`src/rtl/vanilla_sb_release_monitor_pkg.sv`:
```
// rtl/vanilla_sb_release_monitor_pkg.sv - shared types for the scoreboard release monitor
// Purpose: register-file geometry, the scoreboard entry record and the error-cause enum.
// Ports: none (package).
package vanilla_sb_release_monitor_pkg;

  localparam int sb_reg_els_gp        = 32;
  localparam int sb_reg_addr_width_gp = 5;
  localparam int sb_ctr_width_gp      = 16;

  // Canonical shape of one scoreboard entry at the default counter width.
  typedef struct packed {
    logic                       pending;
    logic [sb_ctr_width_gp-1:0] age;
  } vanilla_sb_entry_s;

  // Error causes; the value doubles as the bit index in per-file error vectors.
  typedef enum logic [0:0] {
    e_sb_err_spurious_clear = 1'b0,
    e_sb_err_double_set     = 1'b1
  } vanilla_sb_err_e;

  localparam int sb_err_els_gp = 2;

endpackage

```
`src/rtl/vanilla_sb_release_file.sv`:
```
// rtl/vanilla_sb_release_file.sv - per-register-file scoreboard set/clear tracker
// Purpose: tracks 32 pending entries with saturating ages, reports completions,
//          running max latency, completion count and per-file error pulses.
// Ports: clk_i/reset_i; set_i/set_id_i, clear_i/clear_id_i events;
//        done_v_o/done_id_o/done_lat_o completion report; pending_o, timeout_o
//        bitmaps; max_lat_o, count_o statistics; err_o pulses indexed by vanilla_sb_err_e.
module vanilla_sb_release_file
  import vanilla_sb_release_monitor_pkg::*;
#(
  parameter int ctr_width_p   = 16,
  parameter int count_width_p = 32,
  parameter int timeout_p     = 4096,
  parameter bit ignore_reg0_p = 1'b0
) (
  input  logic                            clk_i,
  input  logic                            reset_i,
  input  logic                            set_i,
  input  logic [sb_reg_addr_width_gp-1:0] set_id_i,
  input  logic                            clear_i,
  input  logic [sb_reg_addr_width_gp-1:0] clear_id_i,
  output logic                            done_v_o,
  output logic [sb_reg_addr_width_gp-1:0] done_id_o,
  output logic [ctr_width_p-1:0]          done_lat_o,
  output logic [sb_reg_els_gp-1:0]        pending_o,
  output logic [sb_reg_els_gp-1:0]        timeout_o,
  output logic [ctr_width_p-1:0]          max_lat_o,
  output logic [count_width_p-1:0]        count_o,
  output logic [sb_err_els_gp-1:0]        err_o
);

  localparam logic [ctr_width_p-1:0] timeout_lp = ctr_width_p'(timeout_p);

  logic [sb_reg_els_gp-1:0]        pending_q, pending_d;
  logic [ctr_width_p-1:0]          age_q [sb_reg_els_gp];
  logic [ctr_width_p-1:0]          age_d [sb_reg_els_gp];
  logic                            done_v_q, done_v_d;
  logic [sb_reg_addr_width_gp-1:0] done_id_q, done_id_d;
  logic [ctr_width_p-1:0]          done_lat_q, done_lat_d;
  logic [ctr_width_p-1:0]          max_q, max_d;
  logic [count_width_p-1:0]        count_q, count_d;
  logic [sb_err_els_gp-1:0]        err_q, err_d;

  logic set_v, clr_v, clr_hit;

  always_comb begin
    // x0 is hardwired; its events are dropped before any bookkeeping.
    set_v   = set_i & ~(ignore_reg0_p & (set_id_i == '0));
    clr_v   = clear_i & ~(ignore_reg0_p & (clear_id_i == '0));
    clr_hit = clr_v & pending_q[clear_id_i];

    err_d = '0;
    err_d[e_sb_err_spurious_clear] = clr_v & ~pending_q[clear_id_i];
    // A set on a pending id is legal when that id is released the same cycle.
    err_d[e_sb_err_double_set] = set_v & pending_q[set_id_i]
                                 & ~(clr_v & (clear_id_i == set_id_i));

    for (int i = 0; i < sb_reg_els_gp; i++) begin
      pending_d[i] = pending_q[i];
      age_d[i]     = age_q[i];
      if (pending_q[i] && (age_q[i] != '1)) age_d[i] = age_q[i] + 1'b1;
      if (clr_hit && (clear_id_i == sb_reg_addr_width_gp'(i))) begin
        pending_d[i] = 1'b0;
        age_d[i]     = '0;
      end
      // Set last so that a same-cycle set restarts the entry after the release.
      if (set_v && (set_id_i == sb_reg_addr_width_gp'(i))) begin
        pending_d[i] = 1'b1;
        age_d[i]     = ctr_width_p'(1);
      end
    end

    done_v_d   = clr_hit;
    done_id_d  = clear_id_i;
    done_lat_d = age_q[clear_id_i];
    max_d      = (clr_hit && (age_q[clear_id_i] > max_q)) ? age_q[clear_id_i] : max_q;
    count_d    = count_q + count_width_p'(clr_hit);
  end

  always_ff @(posedge clk_i) begin
    if (reset_i) begin
      pending_q  <= '0;
      for (int i = 0; i < sb_reg_els_gp; i++) age_q[i] <= '0;
      done_v_q   <= 1'b0;
      done_id_q  <= '0;
      done_lat_q <= '0;
      max_q      <= '0;
      count_q    <= '0;
      err_q      <= '0;
    end else begin
      pending_q  <= pending_d;
      for (int i = 0; i < sb_reg_els_gp; i++) age_q[i] <= age_d[i];
      done_v_q   <= done_v_d;
      done_id_q  <= done_id_d;
      done_lat_q <= done_lat_d;
      max_q      <= max_d;
      count_q    <= count_d;
      err_q      <= err_d;
    end
  end

  always_comb begin
    for (int i = 0; i < sb_reg_els_gp; i++) begin
      timeout_o[i] = pending_q[i] & (age_q[i] >= timeout_lp);
    end
  end

  assign done_v_o   = done_v_q;
  assign done_id_o  = done_id_q;
  assign done_lat_o = done_lat_q;
  assign pending_o  = pending_q;
  assign max_lat_o  = max_q;
  assign count_o    = count_q;
  assign err_o      = err_q;

endmodule

```
`src/rtl/vanilla_sb_release_monitor.sv`:
```
// rtl/vanilla_sb_release_monitor.sv - passive long-latency scoreboard release monitor
// Purpose: pairs scoreboard set/clear events per register for the int and float
//          files, reporting latency, max latency, counts, timeouts and errors.
// Ports: clk_i/reset_i; int_/float_ set/clear events with ids; per-file done
//        report, pending/timeout bitmaps, max latency and count; combined
//        err_spurious_clear_o / err_double_set_o pulses and err_sticky_o.
module vanilla_sb_release_monitor
  import vanilla_sb_release_monitor_pkg::*;
#(
  parameter int ctr_width_p   = 16,
  parameter int count_width_p = 32,
  parameter int timeout_p     = 4096
) (
  input  logic                            clk_i,
  input  logic                            reset_i,
  input  logic                            int_set_i,
  input  logic [sb_reg_addr_width_gp-1:0] int_set_id_i,
  input  logic                            int_clear_i,
  input  logic [sb_reg_addr_width_gp-1:0] int_clear_id_i,
  input  logic                            float_set_i,
  input  logic [sb_reg_addr_width_gp-1:0] float_set_id_i,
  input  logic                            float_clear_i,
  input  logic [sb_reg_addr_width_gp-1:0] float_clear_id_i,
  output logic                            int_done_v_o,
  output logic [sb_reg_addr_width_gp-1:0] int_done_id_o,
  output logic [ctr_width_p-1:0]          int_done_lat_o,
  output logic                            float_done_v_o,
  output logic [sb_reg_addr_width_gp-1:0] float_done_id_o,
  output logic [ctr_width_p-1:0]          float_done_lat_o,
  output logic [sb_reg_els_gp-1:0]        int_pending_o,
  output logic [sb_reg_els_gp-1:0]        float_pending_o,
  output logic [sb_reg_els_gp-1:0]        int_timeout_o,
  output logic [sb_reg_els_gp-1:0]        float_timeout_o,
  output logic [ctr_width_p-1:0]          int_max_lat_o,
  output logic [ctr_width_p-1:0]          float_max_lat_o,
  output logic [count_width_p-1:0]        int_count_o,
  output logic [count_width_p-1:0]        float_count_o,
  output logic                            err_spurious_clear_o,
  output logic                            err_double_set_o,
  output logic                            err_sticky_o
);

  logic [sb_err_els_gp-1:0] int_err, float_err;
  logic                     sticky_q;

  vanilla_sb_release_file #(
    .ctr_width_p(ctr_width_p), .count_width_p(count_width_p),
    .timeout_p(timeout_p), .ignore_reg0_p(1'b1)
  ) int_file (
    .clk_i(clk_i), .reset_i(reset_i),
    .set_i(int_set_i), .set_id_i(int_set_id_i),
    .clear_i(int_clear_i), .clear_id_i(int_clear_id_i),
    .done_v_o(int_done_v_o), .done_id_o(int_done_id_o), .done_lat_o(int_done_lat_o),
    .pending_o(int_pending_o), .timeout_o(int_timeout_o),
    .max_lat_o(int_max_lat_o), .count_o(int_count_o), .err_o(int_err)
  );

  vanilla_sb_release_file #(
    .ctr_width_p(ctr_width_p), .count_width_p(count_width_p),
    .timeout_p(timeout_p), .ignore_reg0_p(1'b0)
  ) float_file (
    .clk_i(clk_i), .reset_i(reset_i),
    .set_i(float_set_i), .set_id_i(float_set_id_i),
    .clear_i(float_clear_i), .clear_id_i(float_clear_id_i),
    .done_v_o(float_done_v_o), .done_id_o(float_done_id_o), .done_lat_o(float_done_lat_o),
    .pending_o(float_pending_o), .timeout_o(float_timeout_o),
    .max_lat_o(float_max_lat_o), .count_o(float_count_o), .err_o(float_err)
  );

  assign err_spurious_clear_o = int_err[e_sb_err_spurious_clear] | float_err[e_sb_err_spurious_clear];
  assign err_double_set_o     = int_err[e_sb_err_double_set] | float_err[e_sb_err_double_set];

  always_ff @(posedge clk_i) begin
    if (reset_i) sticky_q <= 1'b0;
    else         sticky_q <= sticky_q | err_spurious_clear_o | err_double_set_o;
  end

  // Include the live pulses so the sticky flag rises together with the first error.
  assign err_sticky_o = sticky_q | err_spurious_clear_o | err_double_set_o;

endmodule

```
`config.mk`:
```
export PLATFORM = sky130hd
export DESIGN_NAME = vanilla_sb_release_monitor
export DESIGN_NICKNAME = d
export VERILOG_FILES = /design/src/rtl/vanilla_sb_release_monitor_pkg.sv /design/src/rtl/vanilla_sb_release_file.sv /design/src/rtl/vanilla_sb_release_monitor.sv
export SDC_FILE = /design/constraint.sdc
export NUM_CORES = 2
export LEC_CHECK = 0
export BUFFER_PORTS_ARGS = -buffer_cell sky130_fd_sc_hd__buf_2
export CORE_MARGIN = 1.5
export CORE_UTILIZATION = 48
export CTS_BUF_LIST = sky130_fd_sc_hd__clkbuf_4
export DETAILED_ROUTE_END_ITERATION = 6
export PLACE_DENSITY = 0.7
export RECOVER_POWER = 100
export SETUP_SLACK_MARGIN = 0.1
export SLEW_MARGIN = 30
export SYNTH_ARGS = -nofsm -noshare
export SYNTH_HDL_FRONTEND = slang
export SYNTH_HIERARCHICAL = 1
export SYNTH_SLANG_ARGS = --single-unit
```
`constraint.sdc`:
```
create_clock -name clk_i -period 10.4 [get_ports clk_i]
set_clock_uncertainty 0.05 [all_clocks]
set_input_delay 1.04 -clock clk_i [delete_from_list [all_inputs] [get_ports clk_i]]
set_output_delay 1.04 -clock clk_i [all_outputs]
set_load 0.005 [all_outputs]
```
Word level (Yosys, flattened, before mapping)

Memories as Yosys holds them, arrays and structs flattened.
Cells that the tools add are included.

Add/sub/neg operators: 66
Magnitude comparators: 70
Equal/unequal tests: 190
Multiplexer cells: 395
Bitwise gates (word level): 150
Reduce and logical (&&, ||, !) cells: 262

Operators with widths:

| operator              | number |
|---|---|
| $mux 16               | 256 |
| $add 16x1->16 const B | 64 |
| $ge 16x13->1 const B  | 64 |
| $ne 16x16->1 const B  | 64 |
| $eq 5x5->1 const B    | 64 |
| $logic_and 1x1->1     | 194 |
| $eq 5x4->1 const B    | 32 |
| $mux 1                | 135 |
| $reduce_bool 2->1     | 64 |
| $eq 5x3->1 const B    | 16 |
| $and 1x1->1           | 76 |
| $or 1x1->1            | 68 |
| $add 32x1->32         | 2 |
| $eq 5x2->1 const B    | 8 |
| $gt 16x16->1          | 2 |
| $lt 5x6->1 const B    | 4 |
| $bmux 1 s5            | 4 |
| $eq 5x1->1 const B    | 4 |
| $logic_not 5->1       | 4 |
| $eq 5x5->1            | 2 |
| $not 1->1             | 6 |

Bits in registers: 209
Memory bits (writable): 1024
Memories kept: 2

Memories:

| name             | words | width | rd ports | clocked after Yosys merged registers in | wr ports | line                          | RTL |
|---|---|---|---|---|---|---|---|
| float_file.age_q | 32    | 16    | 33       | 0                                       | 32       | vanilla_sb_release_file.sv:34 | `logic [ctr_width_p-1:0] age_q [sb_reg_els_gp];` |
| int_file.age_q   | 32    | 16    | 33       | 0                                       | 32       | vanilla_sb_release_file.sv:34 |  |

Logic depth before layout (Yosys ltp)

Depth in word-level cells: 8
Mapped depth: 19
Mapped depth without buffers: 13

Cells and area by module

The synthesis kept the hierarchy.

By module, submodules not included:

| module                                | instances | cells each | area each (µm²) |
|---|---|---|---|
| vanilla_sb_release_file at float_file | 1         | 3848       | 33866.2 |
| vanilla_sb_release_file at int_file   | 1         | 3851       | 33467.1 |
| vanilla_sb_release_monitor            | 1         | 6          | 55.1 |

Least setup slack after synthesis

OpenSTA, ideal clock, no wires.

Kind: input to register
Start: input int_clear_id_i[0]
End: register int_file.max_q[10] (netlist: int_file/max_lat_o[10]), read port of int_file.age_q
Arrival: 4.487 ns
Data required time: 10.229 ns
Setup slack: 5.742 ns
Cell stages on the path: 17
Buffers on the path: 6
Cell sequence: buf_6 buf_6 buf_4 buf_2 mux4_2 a22oi_1 a21o_1 inv_1 ha_1 nand4_1 nor3_1 a21boi_0 nor4_1 or3_4 buf_6 buf_12 mux2_4

Cells in the longest elaborated chain, start to end: 5
Elaborated cells on any way between the ends: 9

Ends and longest elaborated chain:

| item                                                                  | line                             | RTL |
|---|---|---|
| from (decl)                                                           | vanilla_sb_release_monitor.sv:19 | `input logic [sb_reg_addr_width_gp-1:0] int_clear_id_i,` |
| parallel branches: the longest is 5 deep, another holds $mem_v2 32x16 | n/a                              |  |
| to (decl)                                                             | vanilla_sb_release_file.sv:39    | `logic [ctr_width_p-1:0] max_q, max_d;` |

Parallel ways; which one is timed is not known. The select of a mux whose other input is x is not followed.
A chain may end at the register's enable or synchronous reset.

==> flow_summary.json <==
{
  "drc": 0,
  "dr.pass1.iters": 7,
  "nets": 8294,
  "die-area_um2": 142700,
  "cts_max_level": 5,
  "power.internal_w": 0.007050,
  "clock_path_buffers": 4,
  "seq_power_share": 0.498,
  "setup_tns_ns": 0,
  "clock_latency_ns": 1.32,
  "cpMostUsedCell": "clkbuf_1",
  "clkTransAtPathRegs_ns": 0.06,
  "path_cells": "dlygate4sd3_1 -> clkbuf_1 -> clkbuf_1 -> a31oi_1 -> o21ai_0 -> nor2_1",
  "max_freq_mhz": 130.1,
  "syn_area_per_cell_um2": 8.746,
  "synth_edf_count": 0,
  "grt_pass1_wl_um": 330000,
  "vias_per_cell": 5.900,
  "start_util": 0.4836,
  "max_cap_violations": 30,
  "criticalPathCategory": "in -> reg",
  "pwr-share-comb": 0.052,
  "critical_path.max_stage_delay_ns": 2.87,
  "hp-class": "in -> reg",
  "max-vdd-ir-drop_mv": 0.08971,
  "synth_seq_cells": 1233,
  "switching_power_w": 0.002524,
  "cp_top_family": "buffers and inverters",
  "die_w_um": 377.7,
  "vias": 60400,
  "drive_gt1_frac": 0.1092,
  "async_reset_ff_frac": 0,
  "syn_inst": 7705,
  "grt_antenna_before_repair": 16,
  "leakagePower_nw": 26.37,
  "crit_slowest_cell": "clkbuf_1",
  "postSynthNetCount": 7895,
  "synthToLayoutAreaGrowth_pct": 9.631,
  "worst_pin_slew_ns": 3.923,
  "ioPinCount": 297,
  "routed_wl_um": 216700,
  "finalSetupViolations": 0,
  "cts_resized": 0,
  "ys_seq_area_frac": 0.3663,
  "ant_nets": 0,
  "drt_iter0_markers": 6463,
  "violations": "capacitance limit, slew limit",
  "postCtsSetupBuffers": 0,
  "swShare": 0.2636,
  "io_buffers": 296,
  "critPathMaxFanout": 64,
  "synthDistinctLibCells": 108,
  "clockPowerShare": 0.449,
  "overflow": 0,
  "tritoncts": "done",
  "cp.arrival_ns": 8.68,
  "root_buffer": "clkbuf_4",
  "gp_congestion": 1.013,
  "numCtsBuffers": 352,
  "global_route.usage.total": 0.2956,
  "cp-end-kind": "flop",
  "fin_crit_ns": 7.688,
  "wire_per_inst_um": 21.17,
  "outcome": "complete, but fails checks",
  "hold_violations": 0,
  "cp.required_ns": 11.40,
  "cts_sinks": 1233,
  "die_h_um": 377.7,
  "synthFlopType": "dfxtp_1",
  "grt_max_degree": 105,
  "grt_pass1_vias": 56330,
  "critPathLaunchType": "primary input",
  "maxSlewViolCount": 644,
  "worstPathBufferInverterCount": 3,
  "dp_slack_ns": 3.956,
  "dpl.hpwl_um": 161800,
  "powerDensity_nw_per_um2": 129.6,
  "rsz0062_at_grt": "false",
  "slew_headroom": -1.615,
  "setup_ws_ns": 2.712,
  "postCtsHoldBufs": 1,
  "fin_crit_sh": 0.7392,
  "yosysWarnings": 6,
  "rows": 137,
  "core-area_um2": 139400,
  "syn-cell-area_um2": 67390
}
[worst reg2reg max path, stage by stage, from the launching register on]
cell and delay, ns:
dfxtp_1 0.30, clkbuf_1 0.62, mux4_2 0.46, nand2_1 0.07, nand4_1 0.59, nand2_1 0.46
nor2_1 0.58, ha_1 0.32, ha_1 0.22, nand3_1 0.24, nor4_1 0.68, nand3_1 0.17
xor2_1 0.16, nor2_1 0.05
[per-layer routing]
metal / global-route usage / vias up / wire length (um)
met2: 0.4622 / 2782 / 97260
met4: 0.1690 / 4 / 12380
met5: 0 / - / 28
li1: - / 28120 / -
met3: 0.05267 / 635 / 18880
met1: 0.3832 / 28860 / 88160
[cells in the mapped netlist (19+ instances only)]
master | count | area, um2
and3_1 | 159 | 994.7
inv_1 | 320 | 1201
o21ai_0 | 130 | 650.6
a211oi_1 | 45 | 337.8
buf_4 | 30 | 225.2
clkbuf_1 | 144 | 540.5
or3_1 | 36 | 225.2
o31ai_1 | 20 | 150.1
a22oi_1 | 33 | 247.7
o32ai_1 | 19 | 166.4
o21ai_1 | 21 | 105.1
ha_1 | 164 | 2052
mux4_2 | 189 | 4257
and2_1 | 50 | 312.8
xnor2_1 | 454 | 3976
nand2b_1 | 26 | 162.7
a31oi_1 | 31 | 193.9
nand4_1 | 320 | 2002
a21oi_1 | 175 | 875.8
a22o_1 | 29 | 254.0
buf_6 | 19 | 214.0
nor3_1 | 155 | 775.7
dfxtp_1 | 1233 | 24680
nor2_1 | 1427 | 5356
nor2b_1 | 43 | 269.0
o221ai_1 | 29 | 254.0
buf_2 | 81 | 405.4
xor2_1 | 526 | 4607
mux2i_1 | 250 | 2502
and4_1 | 125 | 1095
nand2_1 | 505 | 1896
nand3_1 | 411 | 2057
o22ai_1 | 37 | 231.5
mux2_2 | 25 | 281.5
a21o_1 | 24 | 180.2
nor4_1 | 86 | 538.0
o41a_1 | 41 | 461.7
[power groups by stage]
stage	registers (W)	logic [W]	clock network, W
3_3_place_gp	0.00488	0.000492	0
5_1_grt	0.00477	0.000531	0.00466
2_1_floorplan	0.00487	0.000361	0
6_report	0.00477	0.000502	0.00430
4_1_cts	0.00477	0.000502	0.00440
3_5_place_dp	0.00488	0.000500	0
[stage by stage]
step                total power (W)  instance area [um2]    util  hold slack [ns]  cells
finish                     0.009574                73880  0.5301           0.1075  10240
global route               0.009963                73880  0.5301          0.02347  10240
CTS                        0.009676                74290  0.5331         0.003279  10220
detailed placement         0.005376                70170  0.5035           0.4190   9623
global placement           0.005368                70060  0.5028           0.4108   9623
floorplan                  0.005226                67390       -           0.4022   7705
[area by class of cell]
type,count,area (um2)
fill,13120,65480
sequential,1233,24680
clock buffer,467,3506
inverter,322,1209
timing repair buffer,335,1578
antenna,15,37.54
multi-input combinational,5860,39920
tap,1876,2347
clock inverter,129,600.6
[path summary, 6_finish.rpt]
| path | startpoint | end | slack, ns | cells after the start |
|---|---|---|---|---|
| setup / recovery | reset_i | int_file/age_q[3][13]$_SDFFE_PP0P_ | 2.71 | 6 |
| hold / removal | float_clear_id_i[1] | float_file/done_id_o[1]$_SDFF_PP0_ | 0.11 | 2 |
| setup reg to reg | int_file/pending_o[6]$_SDFFE_PP0P_ | int_file/count_o[26]$_SDFF_PP0_ | 5.18 | 13 |
| hold reg to reg | sticky_q$_SDFF_PP0_ | sticky_q$_SDFF_PP0_ | 0.43 | 1 |
[flip-flops by register name, indices dropped and copies added, names as in the netlist, 2 cells and up]
name and cells:
float_file/done_lat_o 16, int_file/done_lat_o 16, float_file/pending_o 32, float_file/age_q 512, int_file/done_id_o 5, int_file/count_o 32, int_file/age_q 512, int_file/max_lat_o 16
float_file/count_o 32, float_file/done_id_o 5, float_file/max_lat_o 16, int_file/err_o 2, float_file/err_o 2, int_file/pending_o 32
[placed cells by master (no fill, tap or decap), drive strengths merged, types with 38 or more instances in the layout]
master and instances:
o21ai 160, nand4 323, nand2 506, nand3 411
buf 139, o41a 41, nor4 86, clkinv 119
mux2i 250, and2 53, ha 164, a21oi 175
nor2b 43, dfxtp 1233, xor2 526, nor3 155
nor2 1427, clkbuf 662, xnor2 454, o22ai 38
or3 38, inv 326, mux4 190, and3 159
and4 126, a211oi 46
[cells by family (layout without fill, tap and decap cells)]
group | count (synthesis) | after routing | synth area share
AOI/OAI and AO/OA | 801 | 801 | 0.08374
other | 0 | 15 | 0
buffers and inverters | 612 | 1253 | 0.04022
adders and majority gates | 164 | 164 | 0.03045
and+or+nand+nor | 3439 | 3439 | 0.2447
muxes | 476 | 476 | 0.1073
DFF | 1233 | 1233 | 0.3663
xor gates and xnor gates | 980 | 980 | 0.1274
No activity file was read; power rests on OpenSTA's default activity.
